### config.mk
export PLATFORM = sky130hd
export DESIGN_NAME = t05_sram_arbiter
export DESIGN_NICKNAME = d
export VERILOG_FILES = /design/src/rtl/t05_sram_arbiter.sv
export SDC_FILE = /design/constraint.sdc
export NUM_CORES = 1
export LEC_CHECK = 0
export CORE_AREA = 2 2 159 161
export CTS_CLUSTER_DIAMETER = 60
export DETAILED_ROUTE_END_ITERATION = 6
export DIE_AREA = 0 0 161 163
export GPL_TIMING_DRIVEN = 0
export SLEW_MARGIN = 10
export SYNTH_ARGS = -nofsm -noshare
export SYNTH_HDL_FRONTEND = slang
export SYNTH_SLANG_ARGS = --single-unit
### constraint.sdc
create_clock -name clk -period 1.59 [get_ports clk]
set_input_delay 0.318 -clock clk [delete_from_list [all_inputs] [get_ports clk]]
set_output_delay 0.318 -clock clk [all_outputs]
set_load 0.03 [all_outputs]
### src/rtl/t05_sram_arbiter.sv
// Round-robin arbiter that serialises NREQ requesters onto a single SRAM word port.
// Optional: define T05_ARB_TIMEOUT_EN to abort transactions whose mem_ack never arrives.
module t05_sram_arbiter #(
    parameter int NREQ    = 4,
    parameter int ADDR_W  = 32,
    parameter int DATA_W  = 32,
    parameter int TIMEOUT = 255
) (
    input  logic                     clk,
    input  logic                     rst_n,
    input  logic [NREQ-1:0]          req,
    input  logic [NREQ-1:0]          we,
    input  logic [NREQ*ADDR_W-1:0]   addr,
    input  logic [NREQ*DATA_W-1:0]   wdata,
    output logic [NREQ-1:0]          gnt,
    output logic [NREQ-1:0]          done,
    output logic [DATA_W-1:0]        rdata,
    output logic                     busy,
    output logic                     err,
    output logic                     mem_req,
    output logic                     mem_we,
    output logic [ADDR_W-1:0]        mem_addr,
    output logic [DATA_W-1:0]        mem_wdata,
    input  logic [DATA_W-1:0]        mem_rdata,
    input  logic                     mem_ack
);

    localparam int IDX_W = (NREQ > 1) ? $clog2(NREQ) : 1;

    if (NREQ < 2 || TIMEOUT < 1 || TIMEOUT > 255) begin : g_param_check
        $error("t05_sram_arbiter: NREQ must be >= 2 and TIMEOUT must be 1..255");
    end

    typedef enum logic [1:0] {
        IDLE  = 2'd0,
        ISSUE = 2'd1,
        DONE  = 2'd2
    } state_t;

    state_t state, state_nxt;

    logic [IDX_W-1:0]  last, last_nxt;
    logic [IDX_W-1:0]  cur, cur_nxt;
    logic [IDX_W-1:0]  sel, cand;
    logic              found;
    logic              finish;
    logic              tmo;
    logic [NREQ-1:0]   gnt_nxt, done_nxt;
    logic [DATA_W-1:0] rdata_nxt, mem_wdata_nxt;
    logic [ADDR_W-1:0] mem_addr_nxt;
    logic              mem_req_nxt, mem_we_nxt;

`ifdef T05_ARB_TIMEOUT_EN
    logic [7:0] tmo_cnt, tmo_cnt_nxt;
    logic       err_q, err_nxt;

    // Fires on the cycle the count would reach TIMEOUT, so done lands TIMEOUT cycles after mem_req rose.
    assign tmo = (state == ISSUE) && !mem_ack && (tmo_cnt == 8'(TIMEOUT - 1));
    assign err = err_q;
`else
    assign tmo = 1'b0;
    assign err = 1'b0;
`endif

    assign finish = (state == ISSUE) && (mem_ack || tmo);
    assign busy   = (state != IDLE);

    // Rotating priority search: starts just after the last served index and wraps.
    always_comb begin
        sel   = '0;
        cand  = '0;
        found = 1'b0;
        for (int k = 0; k < NREQ; k++) begin
            cand = IDX_W'((int'(last) + 1 + k) % NREQ);
            if (!found && req[cand]) begin
                found = 1'b1;
                sel   = cand;
            end
        end
    end

    always_ff @(posedge clk or negedge rst_n) begin
        if (!rst_n) begin
            state <= IDLE;
        end else begin
            state <= state_nxt;
        end
    end

    always_comb begin
        state_nxt = state;
        case (state)
            IDLE:    if (found)  state_nxt = ISSUE;
            ISSUE:   if (finish) state_nxt = DONE;
            DONE:    state_nxt = IDLE;
            default: state_nxt = IDLE;
        endcase
    end

    // Next values of every registered output; the SRAM side only changes on entry to ISSUE or DONE.
    always_comb begin
        gnt_nxt       = gnt;
        done_nxt      = '0;
        rdata_nxt     = rdata;
        mem_req_nxt   = mem_req;
        mem_we_nxt    = mem_we;
        mem_addr_nxt  = mem_addr;
        mem_wdata_nxt = mem_wdata;
        last_nxt      = last;
        cur_nxt       = cur;
`ifdef T05_ARB_TIMEOUT_EN
        tmo_cnt_nxt   = tmo_cnt;
        err_nxt       = err_q;
`endif
        case (state)
            IDLE: begin
                if (found) begin
                    gnt_nxt       = '0;
                    gnt_nxt[sel]  = 1'b1;
                    mem_req_nxt   = 1'b1;
                    mem_we_nxt    = we[sel];
                    mem_addr_nxt  = addr[int'(sel)*ADDR_W +: ADDR_W];
                    mem_wdata_nxt = wdata[int'(sel)*DATA_W +: DATA_W];
                    cur_nxt       = sel;
`ifdef T05_ARB_TIMEOUT_EN
                    tmo_cnt_nxt   = '0;
`endif
                end
            end
            ISSUE: begin
                if (finish) begin
                    gnt_nxt       = '0;
                    mem_req_nxt   = 1'b0;
                    done_nxt[cur] = 1'b1;
                    last_nxt      = cur;
                    if (mem_ack) begin
                        if (!mem_we) rdata_nxt = mem_rdata;
                    end
`ifdef T05_ARB_TIMEOUT_EN
                    else begin
                        rdata_nxt = '0;
                        err_nxt   = 1'b1;
                    end
`endif
                end
`ifdef T05_ARB_TIMEOUT_EN
                else begin
                    tmo_cnt_nxt = tmo_cnt + 8'd1;
                end
`endif
            end
            default: ;
        endcase
    end

    always_ff @(posedge clk or negedge rst_n) begin
        if (!rst_n) begin
            gnt       <= '0;
            done      <= '0;
            rdata     <= '0;
            mem_req   <= 1'b0;
            mem_we    <= 1'b0;
            mem_addr  <= '0;
            mem_wdata <= '0;
            last      <= IDX_W'(NREQ - 1);
            cur       <= '0;
`ifdef T05_ARB_TIMEOUT_EN
            tmo_cnt   <= '0;
            err_q     <= 1'b0;
`endif
        end else begin
            gnt       <= gnt_nxt;
            done      <= done_nxt;
            rdata     <= rdata_nxt;
            mem_req   <= mem_req_nxt;
            mem_we    <= mem_we_nxt;
            mem_addr  <= mem_addr_nxt;
            mem_wdata <= mem_wdata_nxt;
            last      <= last_nxt;
            cur       <= cur_nxt;
`ifdef T05_ARB_TIMEOUT_EN
            tmo_cnt   <= tmo_cnt_nxt;
            err_q     <= err_nxt;
`endif
        end
    end

endmodule

# Yosys cells after proc, flatten, opt, wreduce, memory -nomap -nowiden

Cells that the tools add are included.

Bitwise gates (word level): 1
Add/subtract/negate cells: 4
Shift operators: 2
Reductions and logical operators: 17
Order comparisons: 8
Mux-type cells: 33
Equality and inequality tests: 3

Operator list:

| cell                                                | count |
|---|---|
| variable part select 128 x 8 -> 32 bit              | 2 |
| < comparator 2 x 3 -> 1 bit, second input constant  | 6 |
| two-way mux 4 bit                                   | 4 |
| two-way mux 1 bit                                   | 13 |
| two-way mux 2 bit                                   | 6 |
| binary-select mux 1 bit (select 2 bit)              | 5 |
| case mux 4 bit (2 select lines)                     | 1 |
| adder 2 bit, second input constant                  | 3 |
| logical AND 1 bit                                   | 6 |
| AND reduction 2 bit                                 | 3 |
| demux 1 bit (select 2 bit)                          | 2 |
| >= comparator 2 x 1 -> 1 bit, second input constant | 2 |
| != test 2 bit, second input constant                | 2 |
| case mux 2 bit (2 select lines)                     | 1 |
| AND reduction 4 bit                                 | 1 |
| nonzero test 2 bit                                  | 2 |
| logical NOT 1 bit                                   | 3 |
| AND reduction 3 bit                                 | 1 |
| adder 2 x 1 -> 2 bit, second input constant         | 1 |
| == test 2 x 1 -> 1 bit, second input constant       | 1 |
| logical NOT 2 bit                                   | 1 |
| case mux 1 bit (2 select lines)                     | 1 |
| NOT 1 bit                                           | 1 |

Input bits: 299
Bits in registers: 112

# Longest topological paths before layout

Gate-level depths: netlist (run 1).

Depth in word-level cells: 19
Mapped depth: 8
Depth with buffers taken out: 6

# Worst setup path before layout (run 1)

Ideal clock, no wire load.

Path kind: register to register
Start: register last[1]
End: register mem_wdata[10]
Arrival time: 1.623 ns
Period minus slack after synthesis: 1.751 ns
Setup slack: -0.161 ns
Stages on the path, launching flop included: 8
Path through: dfstp_2 -> buf_6 -> nand2b_1 -> a21oi_1 -> o21a_1 -> buf_2 -> a221oi_1 -> o22ai_1

Word-level cells in the longest chain between the ends: 14
Elaborated cells on any way between the ends: 28

RTL lines:

| element                                              | RTL line | RTL |
|---|---|---|
| start, declared                                      | 42       | `logic [IDX_W-1:0] last, last_nxt;` |
| start signal, assigned                               | 165      | `last <= IDX_W'(NREQ - 1);` |
| start signal, assigned                               | 179      | `last <= last_nxt;` |
| adder 2 x 1 -> 2 bit *                               | 74       | `cand = IDX_W'((int'(last) + 1 + k) % NREQ);` |
| branches (longest 13 deep; another with adder 2 bit) | n/a      |  |
| end signal, assigned                                 | 178      | `mem_wdata <= mem_wdata_nxt;` |
| end, declared                                        | 23       | `output logic [DATA_W-1:0] mem_wdata,` |

Every way passes the cells marked *. The select of a mux whose other input is x is not followed.
A chain may end at the register's enable or synchronous reset.

# Final worst setup path (run 1)

Start: register last[0]
End: register mem_addr[4]

Word-level cells in the longest chain between the ends: 14
Elaborated cells on any way between the ends: 28

RTL lines:

| element                                              | RTL line | RTL |
|---|---|---|
| adder 2 x 1 -> 2 bit *                               | 74       |  |
| branches (longest 13 deep; another with adder 2 bit) | n/a      |  |
| end signal, assigned                                 | 177      | `mem_addr <= mem_addr_nxt;` |
| end, declared                                        | 22       | `output logic [ADDR_W-1:0] mem_addr,` |

Marked as above.

==> results.py, run 1 <==
metrics = {
    "run_status": {
        "outcome": "finished with violations",
        "failed_checks": "setup timing",
    },
    "floorplan": {
        "start_util_pct": 26.2,
        "die_height_um": 163,
        "rows": 58,
        "io_pins": 407,
        "dieArea_um2": 26200,
        "die_x_um": 161,
        "coreArea_um2": 24700,
    },
    "setup_path": {
        "r2r_cells": 8,
        "worstSetupEndpointType": "flip-flop",
        "crit_path_max_fanout": 8,
        "r2r-end": "mem_addr[4]",
        "startpoint_type": "flip-flop",
        "required_ns": 1.86,
        "critPathKind": "reg2reg",
        "r2r_start": "last[0]",
        "critical_path_arrival_ns": 2.18,
        "r2r_slack_ns": -0.32,
    },
    "final_layout": {
        "nets": 1382,
        "final_util_pct": 52.1,
        "drive_gt1_share_pct": 26.6,
        "syn2layout_area_growth_pct": 99.1,
        "fin_area_um2": 12900,
    },
    "grt": {
        "grt.met1_usage_pct": 25.5,
        "grt_max_degree": 65,
        "grt_pass1_wl_mm": 42.0,
        "met3_usage_pct": 5.58,
        "grt_pass1_vias": 6758,
        "grt.total_usage_pct": 21.4,
        "grt_overflow_total": 0,
        "antenna_found_initial": 5,
        "grt_use_met2_pct": 38.8,
        "top_usage_layer": "met2",
    },
    "synthesis": {
        "synth_flop_cell": "dfrtp_1",
        "yosys.area_share.simple_pct": 13.8,
        "ys_types": 42,
        "ys.warnings.count": 0,
        "synth-seq-cells": 112,
        "yosysMostFrequentCell": "dfrtp_1",
        "syn_avg_cell_area_um2": 10.3,
        "synth_top_area_share_pct": 42.6,
        "yosys.area.top_type": "dfrtp_1",
        "synth_area_leaders": "dfrtp_1, mux2i_1, o22ai_1",
        "synth_top_family_by_area": "compound AO/OA/AOI/OAI gates",
        "synthMuxAreaShare_pct": 15.8,
        "seq_area_frac_synth_pct": 43.4,
        "synth_xor_xnor_area_share_pct": 0,
        "synthCells": 626,
        "synth-compound-area-share_pct": 21.9,
        "async_flop_share_pct": 100,
        "synth-edff-count": 0,
        "synthesis.nets": 925,
        "synthAdderAreaFrac_pct": 0,
        "synth.cell_area_um2": 6460,
        "synthTopCellsByCount": "dfrtp_1, nor2_1, mux2i_1",
    },
    "clock_tree": {
        "cts.sinks": 112,
        "worstSkewPairLatency_ns": 0.37,
        "clockRootBuffer": "clkbuf_16",
        "cts_max_level": 3,
        "cts_buffers": 9,
        "clk_pin_slew_ns": 0.10,
        "cts_tree": "done",
        "clock_path_buffers": 2,
    },
    "pwr": {
        "p_sw_mw": 9.45,
        "p_leak_nw": 5.26,
        "intPower_mw": 11.7,
        "power_frac_seq_pct": 23.5,
        "ir_drop_mv": 0.729,
        "sw_frac_of_total_pct": 44.7,
        "pwr_density_cell_nw_per_um2": 1650,
        "clkPwrFrac_pct": 12.0,
        "p_comb_share_pct": 64.5,
    },
    "routing": {
        "drt_pass1_iterations": 4,
        "drt-total-wl_mm": 30.1,
        "route.detailed.drc": 0,
        "route.antenna.remaining_nets": 0,
        "drtIter0Drc": 283,
        "vias": 6800,
        "drt-wirelength-per-cell_um": 21.2,
        "routed_via_density": 4.79,
    },
    "hold_path": {
        "worstHoldStart": "req[1]",
        "whs_path_depth": 3,
        "hold_path.class": "in2reg",
        "holdPathEnd": "gnt[1]",
    },
    "place": {
        "placed_cell_area_um2": 11200,
        "hpwl_mm": 22.0,
        "dpl_worst_slack_ns": -1.16,
        "routabilityCongestion": 0.837,
        "place.port_buffers": 403,
    },
    "sta": {
        "finClkSkew_ns": 0.0162,
        "drv_slew": 0,
        "timing.final.crit_period_ns": 1.91,
        "setup_viol": 100,
        "setup_ws_ns": -0.319,
        "fin_crit_sh_pct": 120,
        "rsz0062_at_grt": "yes",
        "max_freq_ghz": 0.524,
        "final-hold-violation-count": 0,
        "tns_ns": -19.68,
    },
    "job": {
        "cap_violations": 0,
    },
}
cell families after synthesis:
| kind of cell | after synthesis |
|---|---|
| compound gates | 179 |
| buf+inv | 58 |
| flops | 112 |
| mux | 98 |
| other cells | 1 |
| simple gates | 178 |
worst max-delay path: stages (launching register included):
cell,delay [ns]
dfstp_2,0.55
buf_6,0.12
nand2b_4,0.14
a22o_1,0.17
a211oi_4,0.10
buf_12,0.17
buf_12,0.13
or2_2,0.28
o22ai_1,0.14
cells in the final DEF (no fill, tap or decap), drive strengths merged:
master and instances:
and2 1, nor3b 1, o21ai 35, and3 1
dlygate4sd3 1, diode 2, a221oi 34, dfrtp 110
o21a 1, a21o 1, conb 1, o221ai 1
nor2b 37, o22ai 65, or2 32, nor3 3
inv 9, clkbuf 31, o21bai 1, nand3b 1
nand2 22, nor2 71, clkdlybuf4s50 293, clkdlybuf4s15 2
dfstp 2, nand3 4, buf 77, clkinv 2
mux2 32, nand2b 5, dlygate4sd2 105, a22o 1
a21oi 4, a211oi 35, a311oi 1, mux2i 66
how the worst max path moves through the flow:
stage | cells past startpoint | endpoint | from
final | 8 | mem_addr[4] | last[0]
after global routing | 8 | mem_addr[23] | last[1]
after CTS | 7 | mem_addr[15] | last[1]
after detailed placement | 7 | mem_wdata[26] | req[2]
after global placement | 1 | mem_wdata[9] | rst_n
after floorplan | 8 | mem_wdata[30] | last[1]
area by class of cell:
class / count / area, um^2
repair buffers: 447 / 4540
diodes: 2 / 5.00
inverters: 4 / 15.0
plain buffers: 53 / 691
fillers: 2285 / 11800
multi-input cells: 456 / 4060
well taps: 330 / 413
clock inverters: 7 / 98.8
flip-flops and latches: 112 / 2810
clock buffers: 9 / 225
sequential cells by signal (all words and copies together) (netlist names):
name,count
mem_addr,32
mem_wdata,32
rdata,32
done,4
gnt,4
cur,2
last,2
state,2
mem_req,1
mem_we,1
layer usage:
| metal | up-vias | part of all wire, % |
|---|---|---|
| li1 | 3232 | - |
| met3 | 20 | 7.1 |
| met1 | 3276 | 40 |
| met2 | 268 | 52 |
| met4 | 4 | 1.1 |
| met5 | - | 0.076 |
power by group through the flow:
stage	combinational, mW	sequential, mW	clock (mW)
floorplan	4.62	7.43	0
global placement	12.0	4.99	0
detailed placement	12.0	5.04	0
CTS	12.6	4.95	2.62
global route	14.4	5.16	2.73
finish	13.6	4.97	2.54
through the flow:
step	hold slack (ns)	cells	power [mW]
6_report	0.325	1420	21.2
5_1_grt	0.338	1419	22.3
4_1_cts	0.305	1396	20.2
3_5_place_dp	0.290	1360	17.1
3_3_place_gp	0.444	1359	17.0
2_1_floorplan	0.0224	626	12.0
repair_timing:
item | CTS | global route
gates resized for setup | 267 | 91
pin swaps | 24 | 37
endpoints found under the hold margin | 46 | 0
buffers inserted | 17 | 12
hold buffers | 1 | 0
setup endpoints to repair | 209 | 105
gates cloned | 2 | 11
Power figures use the tool's default switching activity.
==> run 2, diff against run 1 <==
--- a/config.mk
+++ b/config.mk
@@ -9,7 +9,6 @@
 export CTS_CLUSTER_DIAMETER = 60
 export DETAILED_ROUTE_END_ITERATION = 6
 export DIE_AREA = 0 0 161 163
-export GPL_TIMING_DRIVEN = 0
 export SLEW_MARGIN = 10
 export SYNTH_ARGS = -nofsm -noshare
 export SYNTH_HDL_FRONTEND = slang
==> constraint.sdc (replaced) <==
create_clock -name clk -period 1.7 [get_ports clk]
set_input_delay 0.34 -clock clk [delete_from_list [all_inputs] [get_ports clk]]
set_output_delay 0.34 -clock clk [all_outputs]
set_load 0.03 [all_outputs]
==> results.py, run 2 (same netlist as run 1, synthesis figures left out) <==
metrics = {
    "place": {
        "place.port_buffers": 405,
        "dp_cells": 1379,
        "hpwl_mm": 20.5,
        "dpl_worst_slack_ns": -0.600,
        "routabilityCongestion": 0.800,
    },
    "grt": {
        "grt_pass1_vias": 6927,
        "grt.total_usage_pct": 21.8,
        "antenna_found_initial": 3,
        "grt_pass1_wl_mm": 42.6,
        "grt_max_degree": 66,
        "grt_overflow_total": 0,
    },
    "sta": {
        "setup_viol": 67,
        "fin_crit_sh_pct": 112,
        "max_freq_ghz": 0.524,
        "whs_ns": 0.476,
        "final-hold-violation-count": 0,
        "finClkSkew_ns": 0.0132,
        "rsz0062_at_grt": "yes",
        "drv_slew": 0,
        "timing.final.crit_period_ns": 1.91,
        "setup_ws_ns": -0.209,
    },
    "setup_path": {
        "critPathKind": "reg2reg",
        "worstSetupEndpointType": "flip-flop",
        "crit_slowest_cell": "dfstp_2",
        "r2r_cells": 7,
        "startpoint_type": "flip-flop",
        "critical_path_arrival_ns": 2.16,
        "r2r-end": "mem_wdata[22]",
        "cp_top_family": "flip-flops",
        "path_cells": "buf_4 -> mux2i_4 -> o221ai_4 -> buf_6 -> buf_4 -> mux2i_2 -> o22ai_1",
        "cpMostUsedCell": "buf_4",
        "cp_slowest_stage_delay_ns": 0.60,
        "r2r_start": "last[1]",
        "crit_path_max_fanout": 8,
        "worst-path-buf-inv": 3,
        "r2r_slack_ns": -0.21,
        "required_ns": 1.95,
    },
    "pwr": {
        "power_frac_seq_pct": 23.3,
        "power_mw": 19.8,
        "p_leak_nw": 5.31,
        "intPower_mw": 10.9,
        "p_comb_share_pct": 64.7,
        "ir_drop_mv": 0.579,
        "pwr_density_cell_nw_per_um2": 1540,
        "sw_frac_of_total_pct": 44.8,
        "clkPwrFrac_pct": 12.0,
        "p_sw_mw": 8.86,
    },
    "floorplan": {
        "coreArea_um2": 24700,
        "rows": 58,
        "dieArea_um2": 26200,
        "start_util_pct": 26.2,
        "die_x_um": 161,
        "io_pins": 407,
        "die_height_um": 163,
    },
    "routing": {
        "drt-wirelength-per-cell_um": 21.2,
        "route.antenna.remaining_nets": 0,
        "route.detailed.drc": 0,
        "drt-total-wl_mm": 30.3,
        "routed_via_density": 4.82,
        "drt_pass1_iterations": 4,
        "drtIter0Drc": 351,
        "vias": 6893,
    },
    "clock_tree": {
        "clockRootBuffer": "clkbuf_16",
        "cts_buffers": 9,
        "cts_tree": "done",
        "cts.sinks": 112,
        "cts_max_level": 3,
        "worstSkewPairLatency_ns": 0.38,
        "clk_pin_slew_ns": 0.09,
        "clock_path_buffers": 2,
    },
    "job": {
        "cap_violations": 0,
    },
    "final_layout": {
        "final_cell_mix": "clkdlybuf4s50_1, dfrtp_1, dlygate4sd2_1",
        "drive_gt1_share_pct": 25.9,
        "largestRegisters": "mem_addr: 32 flops, mem_wdata: 32 flops, rdata: 32 flops",
        "final_cell_count_no_fill": 1431,
        "final_util_pct": 52.0,
        "nets": 1392,
        "syn2layout_area_growth_pct": 98.9,
        "final_common_cell": "clkdlybuf4s50_1",
    },
    "hold_path": {
        "hold_path.class": "in2async",
    },
    "run_status": {
        "outcome": "finished with violations",
        "failed_checks": "setup timing",
    },
}
## run 2: worst reg2reg max path, cell delays in order (launching register included)
cell      delay (ns)
dfstp_2         0.60
buf_4           0.15
mux2i_4         0.24
o221ai_4        0.15
buf_6           0.19
buf_4           0.16
mux2i_2         0.19
o22ai_1         0.11
## run 2: final cells by class
cell class                      count  area (um^2)
Multi-Input combinational cell    456         3860
Clock inverter                      7         98.8
Antenna cell                        3         7.51
Timing Repair Buffer              510         5410
Fill cell                        2281        11800
Clock buffer                        9          225
Tap cell                          330          413
Sequential cell                   112         2810
Inverter                            4         15.0
## run 2: per-layer routing
layer  global-route usage (%)  share of wire, %  wire [um]  vias to the layer above
li1                         -                 -          -                     3264
met1                     27.2                42      12700                     3315
met2                     37.5                50      15200                      271
met3                     4.07               5.5       1660                       43
met4                     8.36               2.4        738                        0
met5                        0                 0          0                        -
## run 2: timing repair
action / 4_1_cts / 5_1_grt
buffers inserted: 14 / 5
gates resized for setup: 152 / 44
cloned: 10 / 5
endpoints found under the hold margin: 73 / 0
hold buffers: 1 / 0
endpoints found under the setup margin: 177 / 69
pin swaps: 22 / 23
## run 2: how the worst max path moves through the flow
stage | start | depth (start not counted) | slack (ns) | end
2_1_floorplan | last[1] | 8 | -0.03 | mem_wdata[30]
3_3_place_gp | req[3] | 8 | -0.59 | mem_wdata[27]
3_5_place_dp | req[3] | 8 | -0.60 | mem_wdata[4]
4_1_cts | last[1] | 7 | -0.20 | mem_addr[22]
5_1_grt | last[1] | 7 | -0.30 | mem_addr[0]
6_report | last[1] | 7 | -0.21 | mem_wdata[22]
## run 2: stage by stage
step | cell area, um^2 | setup TNS, ns
final | 12800 | -10.74
after global routing | 12800 | -16.22
after CTS | 12500 | -10.44
after detailed placement | 11700 | -43.19
after global placement | 11700 | -42.26
after floorplan | 6720 | -1.46
## run 2: power groups by stage
stage | combinational [mW] | clock (mW) | sequential, mW
after CTS | 12.3 | 2.46 | 4.62
final | 12.8 | 2.38 | 4.61
after detailed placement | 11.7 | 0 | 4.72
after floorplan | 4.31 | 0 | 6.95
after global routing | 13.5 | 2.55 | 4.79
after global placement | 11.6 | 0 | 4.68
